## config.mk

```make
export PLATFORM = sky130hd
export DESIGN_NAME = uart_tx_arbiter
export DESIGN_NICKNAME = d
export VERILOG_FILES = /design/src/rtl/uart_tx_arbiter.sv
export SDC_FILE = /design/constraint.sdc
export NUM_CORES = 1
export LEC_CHECK = 0
export CORE_ASPECT_RATIO = 1.25
export CORE_UTILIZATION = 56
export DETAILED_ROUTE_END_ITERATION = 7
export DONT_BUFFER_PORTS = 1
export PLACE_DENSITY = 0.81
export SYNTH_ARGS = -nofsm -noshare
export SYNTH_HDL_FRONTEND = slang
export SYNTH_SLANG_ARGS = --single-unit
```

## constraint.sdc

```tcl
create_clock -name clk -period 1.92 [get_ports clk]
set_input_delay 0.192 -clock clk [delete_from_list [all_inputs] [get_ports clk]]
set_output_delay 0.192 -clock clk [all_outputs]
set_load 0.02 [all_outputs]
```

## src/rtl/uart_tx_arbiter.sv

```systemverilog
// Round-robin scheduler sharing one UART byte transmitter among NUM_REQ one-byte holding slots.
// Optional build macro UART_ARB_TAG_EN: each grant sends a tag byte (8'hA0 | grant_id) ahead of the payload.
module uart_tx_arbiter #(
    parameter int NUM_REQ       = 4,
    parameter int START_TIMEOUT = 15
) (
    input  logic                 clk,
    input  logic                 rst_n,
    input  logic [NUM_REQ-1:0]   req_valid,
    input  logic [8*NUM_REQ-1:0] req_data,
    output logic [NUM_REQ-1:0]   req_ready,
    output logic [NUM_REQ-1:0]   done,
    output logic                 busy,
    output logic [1:0]           grant_id,
    output logic                 err_timeout,
    output logic                 tx_en,
    output logic [7:0]           tx_data,
    input  logic                 tx_finish
);

    localparam logic [1:0] S_IDLE      = 2'd0;
    localparam logic [1:0] S_LAUNCH    = 2'd1;
    localparam logic [1:0] S_WAIT_BUSY = 2'd2;
    localparam logic [1:0] S_WAIT_DONE = 2'd3;
    localparam int         CW          = $clog2(START_TIMEOUT + 1);

    logic [1:0]         state;
    logic [1:0]         ptr;
    logic [CW-1:0]      wait_cnt;
    logic [NUM_REQ-1:0] full;
    logic [7:0]         slot_data [NUM_REQ];
    logic               pick_valid;
    logic [1:0]         pick;
    logic [7:0]         pick_data;
    logic               idle_go;
    logic               clear_en;
    logic [1:0]         clear_idx;
`ifdef UART_ARB_TAG_EN
    logic               tag_phase;
    logic [7:0]         grant_data;
`endif

    function automatic int wrap_idx(input int v);
        return (v >= NUM_REQ) ? v - NUM_REQ : v;
    endfunction

    // Scan offsets from the largest down so the slot closest to the pointer wins.
    always_comb begin
        pick_valid = 1'b0;
        pick       = ptr;
        for (int k = NUM_REQ - 1; k >= 0; k--) begin
            for (int i = 0; i < NUM_REQ; i++) begin
                if (full[i] && (i == wrap_idx(int'(ptr) + k))) begin
                    pick_valid = 1'b1;
                    pick       = 2'(i);
                end
            end
        end
    end

    always_comb begin
        pick_data = 8'h00;
        for (int i = 0; i < NUM_REQ; i++) begin
            if (pick == 2'(i)) begin
                pick_data = slot_data[i];
            end
        end
    end

    assign idle_go = (state == S_IDLE) && pick_valid && tx_finish;

`ifdef UART_ARB_TAG_EN
    always_comb begin
        grant_data = 8'h00;
        for (int i = 0; i < NUM_REQ; i++) begin
            if (grant_id == 2'(i)) begin
                grant_data = slot_data[i];
            end
        end
    end

    // The slot is only released once its payload, not the tag, is handed over.
    assign clear_en  = (state == S_WAIT_DONE) && tx_finish && tag_phase;
    assign clear_idx = grant_id;
`else
    assign clear_en  = idle_go;
    assign clear_idx = pick;
`endif

    always_ff @(posedge clk or negedge rst_n) begin
        if (!rst_n) begin
            full <= '0;
            for (int i = 0; i < NUM_REQ; i++) begin
                slot_data[i] <= 8'h00;
            end
        end else begin
            for (int i = 0; i < NUM_REQ; i++) begin
                if (clear_en && (clear_idx == 2'(i))) begin
                    full[i] <= 1'b0;
                end else if (req_valid[i] && !full[i]) begin
                    full[i]      <= 1'b1;
                    slot_data[i] <= req_data[8*i +: 8];
                end
            end
        end
    end

    always_ff @(posedge clk or negedge rst_n) begin
        if (!rst_n) begin
            state       <= S_IDLE;
            ptr         <= 2'd0;
            wait_cnt    <= '0;
            grant_id    <= 2'd0;
            tx_data     <= 8'h00;
            done        <= '0;
            err_timeout <= 1'b0;
`ifdef UART_ARB_TAG_EN
            tag_phase   <= 1'b0;
`endif
        end else begin
            done        <= '0;
            err_timeout <= 1'b0;
            case (state)
                S_IDLE: begin
                    if (idle_go) begin
                        grant_id <= pick;
`ifdef UART_ARB_TAG_EN
                        tx_data   <= 8'hA0 | {6'b0, pick};
                        tag_phase <= 1'b1;
`else
                        tx_data   <= pick_data;
`endif
                        state    <= S_LAUNCH;
                    end
                end
                S_LAUNCH: begin
                    wait_cnt <= '0;
                    state    <= S_WAIT_BUSY;
                end
                S_WAIT_BUSY: begin
                    // A transmitter that never leaves idle gets the same byte again.
                    if (!tx_finish) begin
                        state <= S_WAIT_DONE;
                    end else if (wait_cnt == CW'(START_TIMEOUT - 1)) begin
                        err_timeout <= 1'b1;
                        state       <= S_LAUNCH;
                    end else begin
                        wait_cnt <= wait_cnt + CW'(1);
                    end
                end
                S_WAIT_DONE: begin
                    if (tx_finish) begin
`ifdef UART_ARB_TAG_EN
                        if (tag_phase) begin
                            tx_data   <= grant_data;
                            tag_phase <= 1'b0;
                            state     <= S_LAUNCH;
                        end else begin
`else
                        begin
`endif
                            for (int i = 0; i < NUM_REQ; i++) begin
                                done[i] <= (grant_id == 2'(i));
                            end
                            ptr   <= (grant_id == 2'(NUM_REQ - 1)) ? 2'd0 : grant_id + 2'd1;
                            state <= S_IDLE;
                        end
                    end
                end
                default: state <= S_IDLE;
            endcase
        end
    end

    assign req_ready = ~full;
    assign tx_en     = (state == S_LAUNCH);
    assign busy      = (state != S_IDLE);

endmodule
```

==> out/qor.yml, run 1 <==
status: "finished with violations"
violations: "hold timing, setup timing"
die_area_um2: 5180
synth_cells: 222
drt_first_pass_iters: 4
drc: 0
switchingPower_mw: 2.27
cp_max_fo: 4
setup_viol: 8
dr_total_vias: 1973
cts_buffers: 9
grt_util_met2_pct: 43.1
antenna_found_initial: 0
cts_buffer_depth: 2
powerDensity_nw_per_um2: 1730
ir_drop_v: 0.00101
coreArea_um2: 4730
grt_pass1_vias: 1995
insertion_delay_ns: 0.34
synth_nets: 272
cts_max_level: 3
final_cell_mix: "dfrtp_1, dlygate4sd3_1, mux2_2"
arrival_ns: 2.26
grt_pass1_wl_mm: 9.52
wl_per_cell_um: 18.0
die_y_um: 80.2
num_io_pins: 60
final-hold-violation-count: 1
critical_path_required_ns: 2.14
dp_hpwl_mm: 3.90
yosys.area.top_type: "dfrtp_1"
yosysSeqAreaShare_pct: 53.9
synthToLayoutAreaGrowth_pct: 30.4
rsz0062_at_grt: "true"
cts.sinks: 59
holdPathStages: 2
yosysWarnings: 0
post_drt_via_cell_ratio: 5.77
synth_ff_type: "dfrtp_1"
pwr-share-seq_pct: 37.6
grt_usage_pct: 25.1
drt_iter0_markers: 131
cp-end-kind: "register"
fin_skew_ns: 0.00738
worst_pin_slew_ns: 0.494
routabilityCongestion: 0.800
grt_max_degree: 60
p_int_mw: 3.91
final_util_pct: 75.6
cts_tree: "yes"
synth_top_area_share_pct: 53.9
clock_power_share_pct: 17.4
max-cap-violations: 0
post-place-ws_ns: 0.0480
synth_area_um2: 2740
hold_class: "input port to register"
grt_util_met1_pct: 28.9
synthArstFlopShare_pct: 100
drtAntennaViolNets: 0
grtUsageMet3_pct: 8.38
cts-root-buf: "clkbuf_8"
fmax_mhz: 492
nets: 327
diodes: 0
routed_wirelength_mm: 6.16
holdWs_ns: -0.00316
portBuffers: 0
slew_viol_final: 0
slew_headroom_pct: 67.0
final.period_utilization_pct: 106
die_w_um: 64.6
p_leak_nw: 1.63
row_count: 28
synth.avg_cell_area_um2: 12.3
crit_type: "register to register"
p_comb_share_pct: 44.9
layout_setup_ws_ns: -0.114
worstSetupStartpointType: "register"
switching_share_pct: 36.7
start_util_pct: 57.9
synth-seq-cells: 59
synth_edf_count: 0
synth.area.top_cells: "dfrtp_1, mux2_2, ha_1"
finalCriticalPeriod_ns: 2.03
mostFrequentLayoutCell: "dfrtp_1"
r2r_cells: 7
clk_pin_slew_worst_paths_ns: 0.07
synth_cell_types: 36
grt-busiest-layer: "met2"
grt_overflow_total: 0
drive_gt1_share_pct: 30.1
worst max-delay path, cell delays in order, from the launching register on:
cell and delay, ns:
dfrtp_1 0.41, nand2b_4 0.15, a22o_4 0.25, a221oi_4 0.39, clkbuf_16 0.22, mux2i_1 0.21
a2bb2oi_1 0.21, o21ai_1 0.08
power groups by stage:
stage,combinational (mW),sequential (mW),clock (mW)
floorplan,1.75,2.17,0
global route,3.01,2.39,1.14
CTS,2.31,2.27,1.09
detailed placement,2.21,2.29,0
finish,2.78,2.33,1.08
global placement,2.12,2.26,0
kinds of logic after synthesis:
logic type,after synthesis,synth area share (%)
simple gates,42,8.04
fa+ha+maj,11,5.02
buf+inv,21,3.42
mux,42,16.9
compound gates,47,12.7
flops,59,53.9
metal layers:
layer	vias up	wire, µm
met5	-	0
met4	0	99
met3	7	328
met2	58	3360
met1	997	2380
li1	911	-
final timing paths:
check,from,to,slack (ns)
worst min-delay path,req_valid[3],full[3],-0.003
worst max-delay path,full[0],tx_data[4],-0.11
worst min register to register,slot_data[15],slot_data[15],0.51
worst max register to register,full[0],tx_data[4],-0.11
max in group asynchronous,rst_n,ptr[1],1.29
min in group asynchronous,rst_n,done[0],0.37
final cells by class:
cell class	instances	area (µm²)
clock buffer	15	186
clock inverter	1	5.00
fill	294	1160
inverter	11	41.3
multi-input combinational	142	1240
sequential	59	1480
tap	60	75.1
timing repair buffer	54	543
timing repair:
item / 4_1_cts / 5_1_grt
gates resized for setup: 0 / 15
hold buffers: 32 / 4
buffers inserted: 0 / 3
hold endpoints to repair: 93 / 4
setup endpoints to repair: 0 / 8
cell usage after synthesis, types with 3 or more instances:
| master | n |
|---|---|
| a22o_1 | 3 |
| a22oi_1 | 8 |
| o21ai_1 | 7 |
| nand3_1 | 5 |
| nand4_1 | 3 |
| mux2_2 | 34 |
| ha_1 | 11 |
| dfrtp_1 | 59 |
| inv_1 | 10 |
| nand2_1 | 11 |
| mux2i_1 | 8 |
| and3_1 | 5 |
| nor2_1 | 5 |
| o21ai_0 | 8 |
| a2bb2oi_1 | 8 |
| clkbuf_1 | 8 |
| nor2b_1 | 5 |
per-stage QoR:
stage / instance area [µm²] / cells / power [mW] / setup TNS, ns / hold WS (ns)
2_1_floorplan: 2740 / 222 / 3.92 / 0 / -0.104
3_3_place_gp: 2880 / 286 / 4.38 / 0 / -0.102
3_5_place_dp: 2880 / 286 / 4.50 / 0 / -0.102
4_1_cts: 3410 / 334 / 5.67 / 0 / 0.000747
5_1_grt: 3570 / 342 / 6.54 / -1.32 / 0.00291
6_report: 3570 / 342 / 6.19 / -0.505 / -0.00316
state kept, by name (all words and copies together) (netlist names):
register / cells
done: 4
err_timeout: 1
full: 4
grant_id: 2
ptr: 2
slot_data: 32
state: 2
tx_data: 8
wait_cnt: 4
(Power assumes the default switching activity.)
==> inputs of run 2 (changes only) <==
==> constraint.sdc (replaced) <==
create_clock -name clk -period 1.92 [get_ports clk]
set_input_delay 0.288 -clock clk [delete_from_list [all_inputs] [get_ports clk]]
set_output_delay 0.288 -clock clk [all_outputs]
set_load 0.02 [all_outputs]
==> run 2 against run 1 <==
Effect of this change:
- the run ends with setup timing left
- critical path type unchanged
- routed wire length shrank 9.7%
- sequential power is essentially flat
- maximum frequency up 2.6%
- hold slack improved by 0.067 ns
- worst setup slack gained 0.051 ns
- global-route usage down 1.8 points
- clock skew down 0.0015 ns
- core utilization decreased by 8.1 points
- cell count shrank 9.9%
- die area is the same
- non-clock buffer count decreased by 34
==> out/qor.yml, run 2 (same netlist as run 1, synthesis figures left out) <==
num_io_pins: 60  # unchanged
fmax_mhz: 504  # +2.6%
worstSetupStartpointType: "register"
grt_pass1_wl_mm: 8.80  # -7.5%
final_cell_mix: "dfrtp_1, mux2_2, buf_4"
drc: 0  # unchanged
dr_total_vias: 1793  # -9.1%
insertion_delay_ns: 0.34  # about the same
drt_first_pass_iters: 6  # +2
cts_buffer_depth: 2  # unchanged
cts-root-buf: "clkbuf_8"
antenna_found_initial: 0  # unchanged
wl_per_cell_um: 18.1  # +0.25%
grt_max_degree: 60  # unchanged
holdPathStages: 2  # unchanged
post-place-ws_ns: 0.0480  # unchanged
die_w_um: 64.6  # unchanged
final_cell_count_no_fill: 308  # -9.9%
status: "finished with violations"
portBuffers: 0  # unchanged
worst_pin_slew_ns: 0.466  # -0.0286 ns
seqCellArea_um2: 1480  # about the same
hold_class: "input port to register"
diodes: 0  # unchanged
violations: "setup timing"
routabilityCongestion: 0.800  # unchanged
drt_iter0_markers: 102  # -22%
rsz0062_at_grt: "true"
place_inst: 286  # unchanged
startpoint: "full[0]"
cts.sinks: 59  # unchanged
post_drt_via_cell_ratio: 5.82  # +0.91%
max-cap-violations: 0  # unchanged
rr_startpoint: "full[0]"
drtAntennaViolNets: 0  # unchanged
synthToLayoutAreaGrowth_pct: 16.4
mostFrequentLayoutCell: "dfrtp_1"
grt_usage_pct: 23.3  # -1.8 points
arrival_ns: 2.20  # -0.06 ns
slew_viol_final: 0  # unchanged
layout_setup_ws_ns: -0.0635  # +0.0508 ns
cts_tree: "yes"
crit_end: "tx_data[6]"
reg.largest.list: "slot_data: 32 flops, tx_data: 8 flops"
fillers: 342  # +16%
final.period_utilization_pct: 103  # -2.6 points
cpMaxStageDelayCell: "a221oi_4"
finalCriticalPeriod_ns: 1.98  # -0.0508 ns
nets: 293  # -10%
powerDensity_nw_per_um2: 1850  # +6.7%
ir_drop_v: 0.00104  # +3.1%
start_util_pct: 57.9  # unchanged
cp-end-kind: "register"
cp_top_family: "compound AO/OA/AOI/OAI gates"
fin_skew_ns: 0.00586  # -0.00151 ns
largest_reg_flops: 32  # unchanged
worst-path-stages: 7  # unchanged
regMostFlops: "slot_data"
slew_headroom_pct: 68.9  # +1.9 points
cts_buffers: 9  # unchanged
clk_pin_slew_worst_paths_ns: 0.06  # about the same
p_leak_nw: 1.48  # -9.0%
crit_type: "register to register"
coreArea_um2: 4730  # unchanged
grt_overflow_total: 0  # unchanged
row_count: 28  # unchanged
dp_hpwl_mm: 3.90  # unchanged
cp_max_fo: 6  # +2
r2r_setup_slack_ns: -0.06  # +0.05 ns
drive_gt1_share_pct: 32.7  # +2.5 points
critPathBufInv: 1  # unchanged
multiInputGateArea_um2: 1200  # -3.5%
routed_wirelength_mm: 5.57  # -9.7%
r2r_cells: 7  # unchanged
setup_viol: 8  # unchanged
grt_pass1_vias: 1844  # -7.6%
cp_slowest_stage_delay_ns: 0.40  # about the same
rr_endpoint: "tx_data[6]"
final-hold-violation-count: 0  # -1
die_y_um: 80.2  # unchanged
holdWs_ns: 0.0640  # +0.0671 ns
cts_max_level: 3  # unchanged
die_area_um2: 5180  # unchanged
path_cells: "nand2b_4, a22o_1, a221oi_4, buf_12, mux2i_1, a2bb2oi_1, o21ai_1"
critical_path_required_ns: 2.13  # about the same
-- run 2: per-stage QoR --
step	setup TNS (ns)	area, µm²	power (mW)	util, %
final	-0.314	3190	5.90	67.5
after global routing	-1.15	3190	6.26	67.5
after CTS	0	3110	5.62	65.7
after detailed placement	0	2880	4.50	60.9
after global placement	0	2880	4.38	60.9
after floorplan	0	2740	3.92	-
-- run 2: how the worst min path moves through the flow --
| stage | startpoint | end | slack, ns |
|---|---|---|---|
| after floorplan | rst_n | done[0] | -0.008 |
| after global placement | rst_n | done[1] | -0.006 |
| after detailed placement | rst_n | done[2] | -0.006 |
| after CTS | tx_finish | err_timeout | 0.05 |
| after global routing | tx_finish | err_timeout | 0.05 |
| final | tx_finish | err_timeout | 0.06 |
-- run 2: repair_timing --
action                                  4_1_cts  5_1_grt
buffers inserted                              0        3
resized for setup                             0        9
hold endpoints to repair                     59        0
hold buffers                                  2        0
endpoints found under the setup margin        0        8
-- run 2: layout make-up --
type                            instances  area share, %
Timing Repair Buffer                   20           6.35
Sequential cell                        59           46.4
Inverter                               11           1.29
Multi-Input combinational cell        142           37.6
Clock buffer                           15           5.84
Tap cell                               60           2.35
Clock inverter                          1          0.157
-- run 2: report_power, final --
group          internal [mW]  total (mW)  switching [mW]
registers               1.77        2.30           0.523
clock network          0.608        1.06           0.451
logic                   1.39        2.54            1.15
total                   3.77        5.90            2.13
-- run 2: layer usage --
metal	wire length [µm]	vias up	track usage, %
met5	0	-	0
met4	109	0	9.33
met3	351	10	9.23
met2	2890	50	38.1
met1	2220	892	27.2
li1	-	841	-
==> inputs of run 3 (changes only) <==
--- a/config.mk
+++ b/config.mk
@@ -10,6 +10,7 @@
 export DETAILED_ROUTE_END_ITERATION = 7
 export DONT_BUFFER_PORTS = 1
 export PLACE_DENSITY = 0.81
+export SKIP_CTS_REPAIR_TIMING = 1
 export SYNTH_ARGS = -nofsm -noshare
 export SYNTH_HDL_FRONTEND = slang
 export SYNTH_SLANG_ARGS = --single-unit
==> run 3 against run 2 <==
Effect of this change:
- the run still ends with setup timing left
- non-clock buffer count unchanged
- sequential share of layout area unchanged
- die area unchanged
- routed wire length decreased by 0.58%
- critical path type unchanged
==> out/qor.yml, run 3 (same netlist as run 1, synthesis figures left out) <==
cts_buffers: 9  # unchanged
cp_max_fo: 6  # unchanged
rsz0062_at_grt: "true"
die_w_um: 64.6  # unchanged
placed_cell_area_um2: 2880  # unchanged
drt_first_pass_iters: 6  # unchanged
layout_setup_ws_ns: -0.0591  # +0.00440 ns
cp-end-kind: "register"
regMostFlops: "slot_data"
cts_buffer_depth: 2  # unchanged
drt_iter0_markers: 84  # -18%
violations: "setup timing"
dr_total_vias: 1795  # +0.11%
die_y_um: 80.2  # unchanged
synthToLayoutAreaGrowth_pct: 16.4  # unchanged
nets: 293  # unchanged
row_count: 28  # unchanged
seqCellArea_um2: 1480  # unchanged
wl_per_cell_um: 18.0  # -0.58%
portBuffers: 0  # unchanged
grt_max_degree: 60  # unchanged
arrival_ns: 2.19  # about the same
path_cells: "buf_4, inv_1, o22ai_2, a221oi_4, buf_12, mux2i_1, a2bb2oi_1, o21ai_1"
ir_drop_v: 0.00104  # about the same
final.period_utilization_pct: 103  # -0.23 points
max-cap-violations: 0  # unchanged
design_area_um2: 3190  # unchanged
cp_top_family: "compound AO/OA/AOI/OAI gates"
coreArea_um2: 4730  # unchanged
antenna_found_initial: 0  # unchanged
cts_max_level: 3  # unchanged
powerDensity_nw_per_um2: 1850  # about the same
fillers: 343  # +0.29%
grt_pass1_wl_mm: 8.78  # -0.32%
fin_skew_ns: 0.00636  # +0.000496 ns
cts_tree: "yes"
hold_class: "input port to register"
critical_path_required_ns: 2.13  # about the same
final_cell_mix: "dfrtp_1, mux2_2, buf_4"
p_leak_nw: 1.48  # unchanged
diodes: 0  # unchanged
setup_viol: 8  # unchanged
mostFrequentLayoutCell: "dfrtp_1"
routed_wirelength_mm: 5.53  # -0.58%
crit_type: "register to register"
grt_usage_pct: 23.2  # -0.069 points
drive_gt1_share_pct: 32.7  # unchanged
drtAntennaViolNets: 0  # unchanged
clk_pin_slew_worst_paths_ns: 0.06  # about the same
final-hold-violation-count: 0  # unchanged
cp_slowest_stage_delay_ns: 0.44  # +0.04 ns
fmax_mhz: 505  # +0.22%
slew_headroom_pct: 69.1  # +0.27 points
multiInputGateArea_um2: 1200  # unchanged
r2r_setup_slack_ns: -0.06  # about the same
dp_hpwl_mm: 3.90  # unchanged
slew_viol_final: 0  # unchanged
critPathBufInv: 3  # +2
finalCriticalPeriod_ns: 1.98  # -0.00440 ns
grt_overflow_total: 0  # unchanged
status: "finished with violations"
worstSetupStartpointType: "register"
start_util_pct: 57.9  # unchanged
power.total_mw: 5.89  # about the same
reg.largest.list: "slot_data: 32 flops, tx_data: 8 flops"
cpMaxStageDelayCell: "a221oi_4"
num_io_pins: 60  # unchanged
die_area_um2: 5180  # unchanged
routabilityCongestion: 0.800  # unchanged
cts.sinks: 59  # unchanged
grt_pass1_vias: 1837  # -0.38%
drc: 0  # unchanged
insertion_delay_ns: 0.34  # about the same
post_drt_via_cell_ratio: 5.83  # +0.11%
worst_pin_slew_ns: 0.462  # -0.00400 ns
cts-root-buf: "clkbuf_8"
largest_reg_flops: 32  # unchanged
-- run 3: cell counts in the layout (fill, tap and decap cells not counted) --
Identical to the previous run, type by type.
-- run 3: final timing paths --
check	cells after the start	end	from
max in group asynchronous	2	slot_data[16]	rst_n
min in group asynchronous	2	wait_cnt[1]	rst_n
worst max-delay path	8	tx_data[6]	full[0]
worst max register to register	8	tx_data[6]	full[0]
worst min-delay path	2	err_timeout	tx_finish
worst min register to register	1	slot_data[15]	slot_data[15]
-- run 3: layout make-up --
cell class | instances | area share [%]
clock inverter | 1 | 0.157
sequential | 59 | 46.4
inverter | 11 | 1.29
tap | 60 | 2.35
timing repair buffer | 20 | 6.35
multi-input combinational | 142 | 37.6
clock buffer | 15 | 5.84
-- run 3: layer usage --
layer / wire length, µm / vias to the layer above / share of wire, % / GRT usage (%)
met1: 2210 / 893 / 40 / 27.4
met2: 2870 / 48 / 52 / 37.7
met4: 112 / 0 / 2.0 / 9.33
met5: 0 / - / 0 / 0
met3: 336 / 10 / 6.1 / 9.23
li1: - / 844 / - / -
-- run 3: per-stage QoR --
stage / setup slack, ns / TNS [ns] / cells / hold slack (ns) / util, %
4_1_cts: 0.0255 / 0 / 302 / -0.375 / 64.9
5_1_grt: -0.158 / -1.15 / 308 / 0.0541 / 67.5
3_5_place_dp: 0.0480 / 0 / 286 / -0.00635 / 60.9
2_1_floorplan: 0.103 / 0 / 222 / -0.00759 / -
6_report: -0.0591 / -0.284 / 308 / 0.0641 / 67.5
3_3_place_gp: 0.118 / 0 / 286 / -0.00642 / 60.9
-- run 3: power by group --
part / total, mW / switching (mW) / internal, mW / leakage, nW
Sequential: 2.30 / 0.522 / 1.77 / 0.725
Clock: 1.06 / 0.450 / 0.608 / 0.0997
Combinational: 2.54 / 1.15 / 1.39 / 0.656
Total: 5.89 / 2.12 / 3.77 / 1.48
-- run 3: worst register-to-register path: stages, from the launching register on --
cell       delay (ns)
dfrtp_1          0.39
buf_4            0.14
inv_1            0.11
o22ai_2          0.11
a221oi_4         0.44
buf_12           0.18
mux2i_1          0.20
a2bb2oi_1        0.20
o21ai_1          0.08
